===== src/rtl/e1_pkg.sv =====
// ---------------------------------------------------------------------------
// e1_pkg
//   Shared E1 framing constants and types used by the receive-side blocks.
//   E1_TS_PER_FRAME   : timeslots per 256-bit frame
//   E1_BITS_PER_FRAME : bits per frame
//   E1_FAS            : frame alignment word carried in TS0 of even frames
//   E1_MFAS           : multiframe position of the frame carrying the MF start
//   e1_ts_t           : timeslot index 0..31
// ---------------------------------------------------------------------------
package e1_pkg;

  localparam int unsigned E1_TS_PER_FRAME   = 32;
  localparam int unsigned E1_BITS_PER_FRAME = 256;
  localparam logic [7:0]  E1_FAS            = 8'h1B;
  localparam logic [3:0]  E1_MFAS           = 4'b0000;

  typedef logic [$clog2(E1_TS_PER_FRAME)-1:0] e1_ts_t;

endpackage


===== src/rtl/e1_bitpos_cnt.sv =====
// ---------------------------------------------------------------------------
// e1_bitpos_cnt
//   Bit position counter within an E1 frame, with realignment on an
//   off-position frame_start.
//   clk_i         : system clock
//   rst_ni        : synchronous active-low reset
//   bit_en_i      : one strobe per E1 bit period
//   frame_start_i : the bit presented with this strobe is bit 7 of TS0
//   bitpos_o      : position (0..255) of the bit presented with bit_en_i
//   wrap_o        : frame boundary crossed on this strobe (natural or forced)
//   slip_o        : frame_start_i arrived off position 0 on this strobe
// ---------------------------------------------------------------------------
module e1_bitpos_cnt
  import e1_pkg::*;
(
  input  logic       clk_i,
  input  logic       rst_ni,
  input  logic       bit_en_i,
  input  logic       frame_start_i,
  output logic [7:0] bitpos_o,
  output logic       wrap_o,
  output logic       slip_o
);

  logic [7:0] bitpos_q, bitpos_d;
  logic       realign;
  logic       at_last;

  always_comb begin
    at_last  = (bitpos_q == 8'(E1_BITS_PER_FRAME - 1));
    realign  = bit_en_i && frame_start_i && (bitpos_q != '0);
    bitpos_d = bitpos_q;
    // The realigning bit itself occupies position 0, so the next bit is 1.
    if (realign) begin
      bitpos_d = 8'd1;
    end else if (bit_en_i) begin
      bitpos_d = bitpos_q + 8'd1;
    end
  end

  always_ff @(posedge clk_i) begin
    if (!rst_ni) begin
      bitpos_q <= '0;
    end else begin
      bitpos_q <= bitpos_d;
    end
  end

  assign bitpos_o = bitpos_q;
  assign wrap_o   = bit_en_i && (at_last || realign);
  assign slip_o   = realign;

endmodule


===== src/rtl/e1_ts_demux.sv =====
// ---------------------------------------------------------------------------
// e1_ts_demux
//   Receive-side E1 timeslot extractor. Deserialises the bitstream into
//   32 timeslot bytes per frame, tags each with timeslot and multiframe
//   position, and releases bytes only while frame alignment holds.
//   clk, rst_n   : clock, synchronous active-low reset
//   bit_en, din  : bit strobe and serial data (MSB first)
//   frame_start  : with bit_en, din carries bit 7 of TS0
//   mf_start     : with frame_start, this frame is multiframe frame 0
//   sync         : frame alignment held
//   syncmulti    : multiframe alignment held
//   ts_data      : completed timeslot byte
//   ts_num       : timeslot index of ts_data
//   frame_num    : multiframe frame index of ts_data (0 without syncmulti)
//   ts_valid     : one-cycle pulse, byte outputs valid
//   fas_err      : one-cycle pulse with ts_valid, even-frame TS0 mismatch
//   slip         : one-cycle pulse, frame_start off expected position
//   slip_cnt     : saturating slip count
// ---------------------------------------------------------------------------
module e1_ts_demux
  import e1_pkg::*;
#(
  parameter logic [7:0]  FAS_WORD  = E1_FAS,
  parameter int unsigned MF_FRAMES = 16
) (
  input  logic       clk,
  input  logic       rst_n,
  input  logic       bit_en,
  input  logic       din,
  input  logic       frame_start,
  input  logic       mf_start,
  input  logic       sync,
  input  logic       syncmulti,
  output logic [7:0] ts_data,
  output logic [4:0] ts_num,
  output logic [3:0] frame_num,
  output logic       ts_valid,
  output logic       fas_err,
  output logic       slip,
  output logic [7:0] slip_cnt
);

  logic [7:0] bitpos;
  logic       wrap;
  logic       slip_now;

  e1_bitpos_cnt u_bitpos (
    .clk_i         (clk),
    .rst_ni        (rst_n),
    .bit_en_i      (bit_en),
    .frame_start_i (frame_start),
    .bitpos_o      (bitpos),
    .wrap_o        (wrap),
    .slip_o        (slip_now)
  );

  logic [7:0] shreg_q, shreg_d;
  logic       fpar_q, fpar_d;
  logic [3:0] mfc_q, mfc_d;
  logic [7:0] slip_cnt_q, slip_cnt_d;
  logic [7:0] ts_data_q;
  e1_ts_t     ts_num_q;
  logic [3:0] frame_num_q;
  logic       ts_valid_q, fas_err_q, slip_q;

  logic       byte_done, emit, fas_bad, mf_clr;

  always_comb begin
    shreg_d   = {shreg_q[6:0], din};
    // A realign on a byte boundary discards that byte.
    byte_done = bit_en && (bitpos[2:0] == 3'd7) && !slip_now;
    emit      = byte_done && sync;
    fas_bad   = emit && (bitpos[7:3] == '0) && !fpar_q &&
                (shreg_d[6:0] != FAS_WORD[6:0]);
    mf_clr    = bit_en && frame_start && mf_start;

    // mf_start takes priority over a coincident (forced) frame wrap.
    fpar_d = fpar_q;
    mfc_d  = mfc_q;
    if (mf_clr) begin
      fpar_d = 1'b0;
      mfc_d  = E1_MFAS;
    end else if (wrap) begin
      fpar_d = ~fpar_q;
      mfc_d  = (mfc_q == 4'(MF_FRAMES - 1)) ? '0 : mfc_q + 4'd1;
    end

    slip_cnt_d = slip_cnt_q;
    if (slip_now && (slip_cnt_q != '1)) begin
      slip_cnt_d = slip_cnt_q + 8'd1;
    end
  end

  always_ff @(posedge clk) begin
    if (!rst_n) begin
      shreg_q     <= '0;
      fpar_q      <= 1'b0;
      mfc_q       <= '0;
      slip_cnt_q  <= '0;
      ts_data_q   <= '0;
      ts_num_q    <= '0;
      frame_num_q <= '0;
      ts_valid_q  <= 1'b0;
      fas_err_q   <= 1'b0;
      slip_q      <= 1'b0;
    end else begin
      if (bit_en) begin
        shreg_q <= shreg_d;
      end
      fpar_q     <= fpar_d;
      mfc_q      <= mfc_d;
      slip_cnt_q <= slip_cnt_d;
      ts_valid_q <= emit;
      fas_err_q  <= fas_bad;
      slip_q     <= slip_now;
      // Byte outputs hold their last released value while out of sync.
      if (emit) begin
        ts_data_q   <= shreg_d;
        ts_num_q    <= bitpos[7:3];
        frame_num_q <= syncmulti ? mfc_q : '0;
      end
    end
  end

  assign ts_data   = ts_data_q;
  assign ts_num    = ts_num_q;
  assign frame_num = frame_num_q;
  assign ts_valid  = ts_valid_q;
  assign fas_err   = fas_err_q;
  assign slip      = slip_q;
  assign slip_cnt  = slip_cnt_q;

endmodule

===== config.mk =====
export PLATFORM = sky130hd
export DESIGN_NAME = e1_ts_demux
export DESIGN_NICKNAME = d
export VERILOG_FILES = /design/src/rtl/e1_pkg.sv /design/src/rtl/e1_bitpos_cnt.sv /design/src/rtl/e1_ts_demux.sv
export SDC_FILE = /design/constraint.sdc
export NUM_CORES = 1
export LEC_CHECK = 0
export CAP_MARGIN = 20
export CORE_MARGIN = 2
export CORE_UTILIZATION = 25
export DETAILED_ROUTE_END_ITERATION = 7
export MAX_ROUTING_LAYER = met4
export SLEW_MARGIN = 20
export SYNTH_ARGS = -nofsm -noshare
export SYNTH_HDL_FRONTEND = slang
export SYNTH_SLANG_ARGS = --single-unit

===== constraint.sdc =====
create_clock -name clk -period 5.16 [get_ports clk]
set_input_delay 0.774 -clock clk [delete_from_list [all_inputs] [get_ports clk]]
set_output_delay 0.774 -clock clk [all_outputs]
set_load 0.01 [all_outputs]

# Word-level counts from Yosys, hierarchy flattened
# Index checks and enable logic that the tools add are counted.
[classes]
n_reduce_logical = 19
multipliers = 0
muxes = 4
shift = 0
n_div = 0
n_bitwise = 2
n_lt_le_gt_ge = 0
addsub = 3
n_eq_ne = 5
[op_table]
columns = ["cell", "n"]
rows = [
  ["$add A8 B1 Y8 const B", 2],
  ["$logic_and A1 B1 Y1", 11],
  ["$eq A8 B8 Y1 const B", 1],
  ["$mux W4", 2],
  ["$ne A8 B8 Y1 const B", 1],
  ["$reduce_bool A8 Y1", 1],
  ["$ne A7 B5 Y1 const B", 1],
  ["$logic_not A5 Y1", 1],
  ["$add A4 B1 Y4 const B", 1],
  ["$eq A4 B4 Y1 const B", 1],
  ["$reduce_or A2 Y1", 2],
  ["$eq A3 B3 Y1 const B", 1],
  ["$logic_not A1 Y1", 2],
  ["$mux W1", 2],
  ["$not A1 Y1", 2],
  ["$reduce_bool A2 Y1", 1],
  ["$logic_or A1 B1 Y1", 1],
]
[totals]
reg_bits = 48
mem_bits_rw = 0
romBits = 0
n_memories = 0
wordCells = 45
input_bits = 8
latchBits = 0

# Longest topological paths before layout
[logic_depth]
word_depth = 8
depth_mapped = 7
ltp_nobuf = 6

# Modules after synthesis
# Synthesis repeated with hierarchy kept, for this count alone.
[hier_totals]
cells_unflattened = 231
area_unflattened_um2 = 2082.0
[by_module_without_submodules]
columns = ["module", "seq_area_each_um2", "cells_per_inst", "n_inst", "area_each_um2"]
rows = [
  ["e1_ts_demux", 800.8, 185, 1, 1665.3],
  ["e1_bitpos_cnt", 160.2, 46, 1, 416.6],
]

# Worst setup path before layout
# Ideal clock, no wire load.
[synth_timing]
kind = "in2reg"
start = "input port bit_en"
end = "register fpar_q"
setup_ps = 119
setup_slack_ps = 3263
arrival_time_ps = 1778
required_time_ps = 5041
path_stages = 5
cell_sequence = "buf_2 nand4_1 or3_1 a21boi_0 nor3_1"
[synth_via]
elab_chain_len = 4
elab_cells_between_ends = 6
[synth_lines]
columns = ["item", "line", "text"]
rows = [
  ["start: declaration", "e1_ts_demux.sv:28", "input logic bit_en,"],
  ["$logic_and A1 B1 Y1", "e1_bitpos_cnt.sv:31, e1_ts_demux.sv:75", ""],
  ["$logic_and A1 B1 Y1", "e1_bitpos_cnt.sv:31", "realign = bit_en_i && frame_start_i && (bitpos_q != '0);"],
  ["$logic_or A1 B1 Y1", "e1_bitpos_cnt.sv:50", "assign wrap_o = bit_en_i && (at_last || realign);"],
  ["$logic_and A1 B1 Y1", "e1_bitpos_cnt.sv:50", ""],
  ["end signal: assignment", "e1_ts_demux.sv:110", "fpar_q <= fpar_d;"],
  ["end: declaration", "e1_ts_demux.sv:58", "logic fpar_q, fpar_d;"],
]
# Parallel ways exist; a longest one is shown, timed or not.
# A chain may end at the register's enable or synchronous reset.

# Worst setup path after layout
[layout_timing]
start = "input port bit_en"
end = "register ts_num_q[3] (netlist: ts_num[3])"
[layout_via]
elab_chain_len = 5
elab_cells_between_ends = 6
[layout_lines]
columns = ["item", "line", "text"]
rows = [
  ["$logic_and A1 B1 Y1 (2 in series)", "e1_bitpos_cnt.sv:31", ""],
  ["$logic_not A1 Y1", "e1_ts_demux.sv:71", "byte_done = bit_en && (bitpos[2:0] == 3'd7) && !slip_now;"],
  ["$logic_and A1 B1 Y1 (*)", "e1_ts_demux.sv:71", ""],
  ["$logic_and A1 B1 Y1 (*)", "e1_ts_demux.sv:72", "emit = byte_done && sync;"],
  ["end signal: assignment", "e1_ts_demux.sv:119", "ts_num_q <= bitpos[7:3];"],
  ["end: declaration", "e1_ts_demux.sv:62", "e1_ts_t ts_num_q;"],
]
# Every way passes the cells marked *; elsewhere a longest branch is shown, timed or not.

==> metrics.cfg <==
[outcome]
status=complete, no violations

[detailed_routing]
vias=1849
post_drt_wl_per_cell_um=13.4
wl_met1_um=2520
initialDrtViolationCount=99
drt-pass1-iter-count=4
top_layer=met4
wl_met2_um=2140
drc_errors=0
final_antenna_net_count=0
met3WireLength_um=228
vias_per_cell=5.00
totalWireLength_um=4970

[sta]
slew_viol_final=0
holdWs_ns=0.482
period_needed_ns=2.96
fin_ws_ns=2.20
finalSetupTns_ns=0
worst_pin_slew_ns=0.966
slew_headroom_pct=35.3
rsz0062_at_grt=false
max_freq_mhz=337
hold_viol_final=0
fin_crit_sh_pct=57.4
setup-violations-final=0
clock-skew-final_ns=0.0121

[logic_synthesis]
synth_compound_area_share_pct=18.5
synth_top_family_by_area=simple AND/OR/NAND/NOR gates
avgSynthCellArea_um2=8.89
synth-xor-area-share_pct=2.09
synth_edf_count=0
synth.ff_latch_count=48
ys.flop_type=dfxtp_1
synth_mux_area_share_pct=4.77
synthAdderAreaFrac_pct=2.98
synthSimpleGateAreaFrac_pct=21.5
syn_inst=236
ys_seq_area_share_pct=45.8
yosysUniqueCellTypes=39
ys_warn_count=0
syn_nets=249
async_reset_ff_share_pct=0
synth_area_um2=2100

[setup_path]
worst-path-max-fanout=19
cp-end-kind=flip-flop
cp_top_family=buffers and inverters
crit_chain=clkdlybuf4s50_1 > nand3_1 > o21ai_0 > a21oi_1
cp_slowest_cell=clkdlybuf4s50_1
cp-start-kind=primary input
arrival_ns=3.12
worst-path-buf-inv=1
path_class=in -> reg
worstPathRequired_ns=5.32
ff2ff_setup_slack_ns=2.74
slowest_delay_ns=1.07

[placement]
place_ws_ns=1.91
dp.cells=362
hpwlAfterDp_um=3260
place_area_um2=2500
io_buffers=35
place_congestion=0.799

[clock_network]
cts_buffer_depth=2
cts.hold.buffers_added=0
path_clk_slew_ns=0.09
cts_tree=done
clk_latency_ns=0.31
cts_root_buf=clkbuf_8
post_cts_buffers=0
cts_buffers=5
postCtsResizedCells=0
cts_sinks=48
cts_max_level=2

[die]
io_pins=36
die_h_um=95.6
start_util_pct=25.7
core-area_um2=8180
die_x_um=95.6
row_count=33
dieArea_um2=9140

[power]
cellLeakagePower_nw=0.909
peakVddDrop_mv=0.106
p_comb_share_pct=5.9
p_switching_mw=0.162
power.density_nw_per_um2=271
clockPowerShare_pct=40.8
internal_power_mw=0.549
p_seq_share_pct=53.3
switching_share_pct=22.8
power.total_mw=0.711

[finish]
final_core_util_pct=32.1
layout.nets=277
antenna_cells=0
n_fill_cell=859
fin_area_um2=2630
multi_input_area_um2=1050
area_delta_synth_final_pct=25.1
instances_no_fill=370
drive_gt1_share_pct=4.53
seq_area_um2=961

[global_route]
grt_pass1_wl_um=8680
grtUsageTotal_pct=12.4
gr-total-overflow=0
grt_pass1_vias=1753
grt_max_degree=38
antenna_found_initial=0

[job]
cap_violations=0

[min_path]
min_path_type=reg -> reg

==> layout make-up <==
cell class | instances | share of cell area, %
Inverter | 4 | 0.572
Timing Repair Buffer | 35 | 13.3
Clock buffer | 6 | 3.15
Clock inverter | 2 | 1.48
Sequential cell | 48 | 36.6
Tap cell | 105 | 5.00
Multi-Input combinational cell | 170 | 39.8
==> power groups by stage <==
stage	registers, mW	logic [mW]	clock network [mW]
2_1_floorplan	0.387	0.0298	0
3_3_place_gp	0.387	0.0416	0
3_5_place_dp	0.388	0.0423	0
4_1_cts	0.379	0.0425	0.300
5_1_grt	0.380	0.0479	0.313
6_report	0.379	0.0422	0.290
==> cells in the final DEF (no fill, tap or decap), types with 2 or more instances in the layout <==
cell and instances:
o211a_1 2, nand3_1 22, o21ai_0 23, a21oi_1 26, ha_1 5, or4_1 4, inv_1 3, nand4_1 8
mux2i_1 10, clkdlybuf4s50_1 35, nor3_1 4, xnor2_1 3, a41o_1 2, and4_1 2, dfxtp_1 48, clkbuf_8 6
nand2_1 13, or3_1 4, nor2_1 21, a31oi_1 3, o31ai_1 3, xor2_1 2
==> final timing paths <==
check                                    end            startpoint  depth (start not counted)
worst max-delay path               ts_num[3]                bit_en                          4
worst min-delay path            frame_num[1]          frame_num[1]                          2
worst max register to register       fas_err  u_bitpos.bitpos_o[0]                          6
worst min register to register  frame_num[1]          frame_num[1]                          2
==> state kept, by name (all words and copies together), names as in the netlist <==
register	cells
mfc_q	4
slip	1
ts_valid	1
fas_err	1
u_bitpos.bitpos_o	8
shreg_q	7
ts_num	5
frame_num	4
slip_cnt	8
ts_data	8
fpar_q	1
==> synth_stat cells, drive strengths merged (5+ instances only) <==
cell	n	area (µm²)
nor2	21	78.8
mux2i	10	100
nand2	14	60.1
nand4	8	50.1
clkbuf	8	30.0
o21ai	23	115
a21oi	26	130
buf	6	46.3
ha	5	62.6
dfxtp	48	961
nand3	22	110
==> worst reg2reg max path: stages, from the launching register on <==
cell and delay, ns:
dfxtp_1 0.37, inv_1 0.08, ha_1 0.13, or4b_4 0.48, o211ai_4 0.78, nand2_4 0.22, nor4_4 0.27
==> metal layers <==
| metal | vias to the layer above | GRT usage, % |
|---|---|---|
| li1 | 923 | - |
| met1 | 871 | 17.1 |
| met2 | 45 | 18.1 |
| met3 | 10 | 2.61 |
| met4 | 0 | 4.17 |
| met5 | - | - |
==> kinds of logic after synthesis <==
| kind of cell | Yosys count |
|---|---|
| simple gates | 85 |
| compound gates | 65 |
| flops | 48 |
| buf+inv | 18 |
| mux | 10 |
| xor+xnor | 5 |
| fa+ha+maj | 5 |
Note: power is estimated with default switching activity, not from simulation.
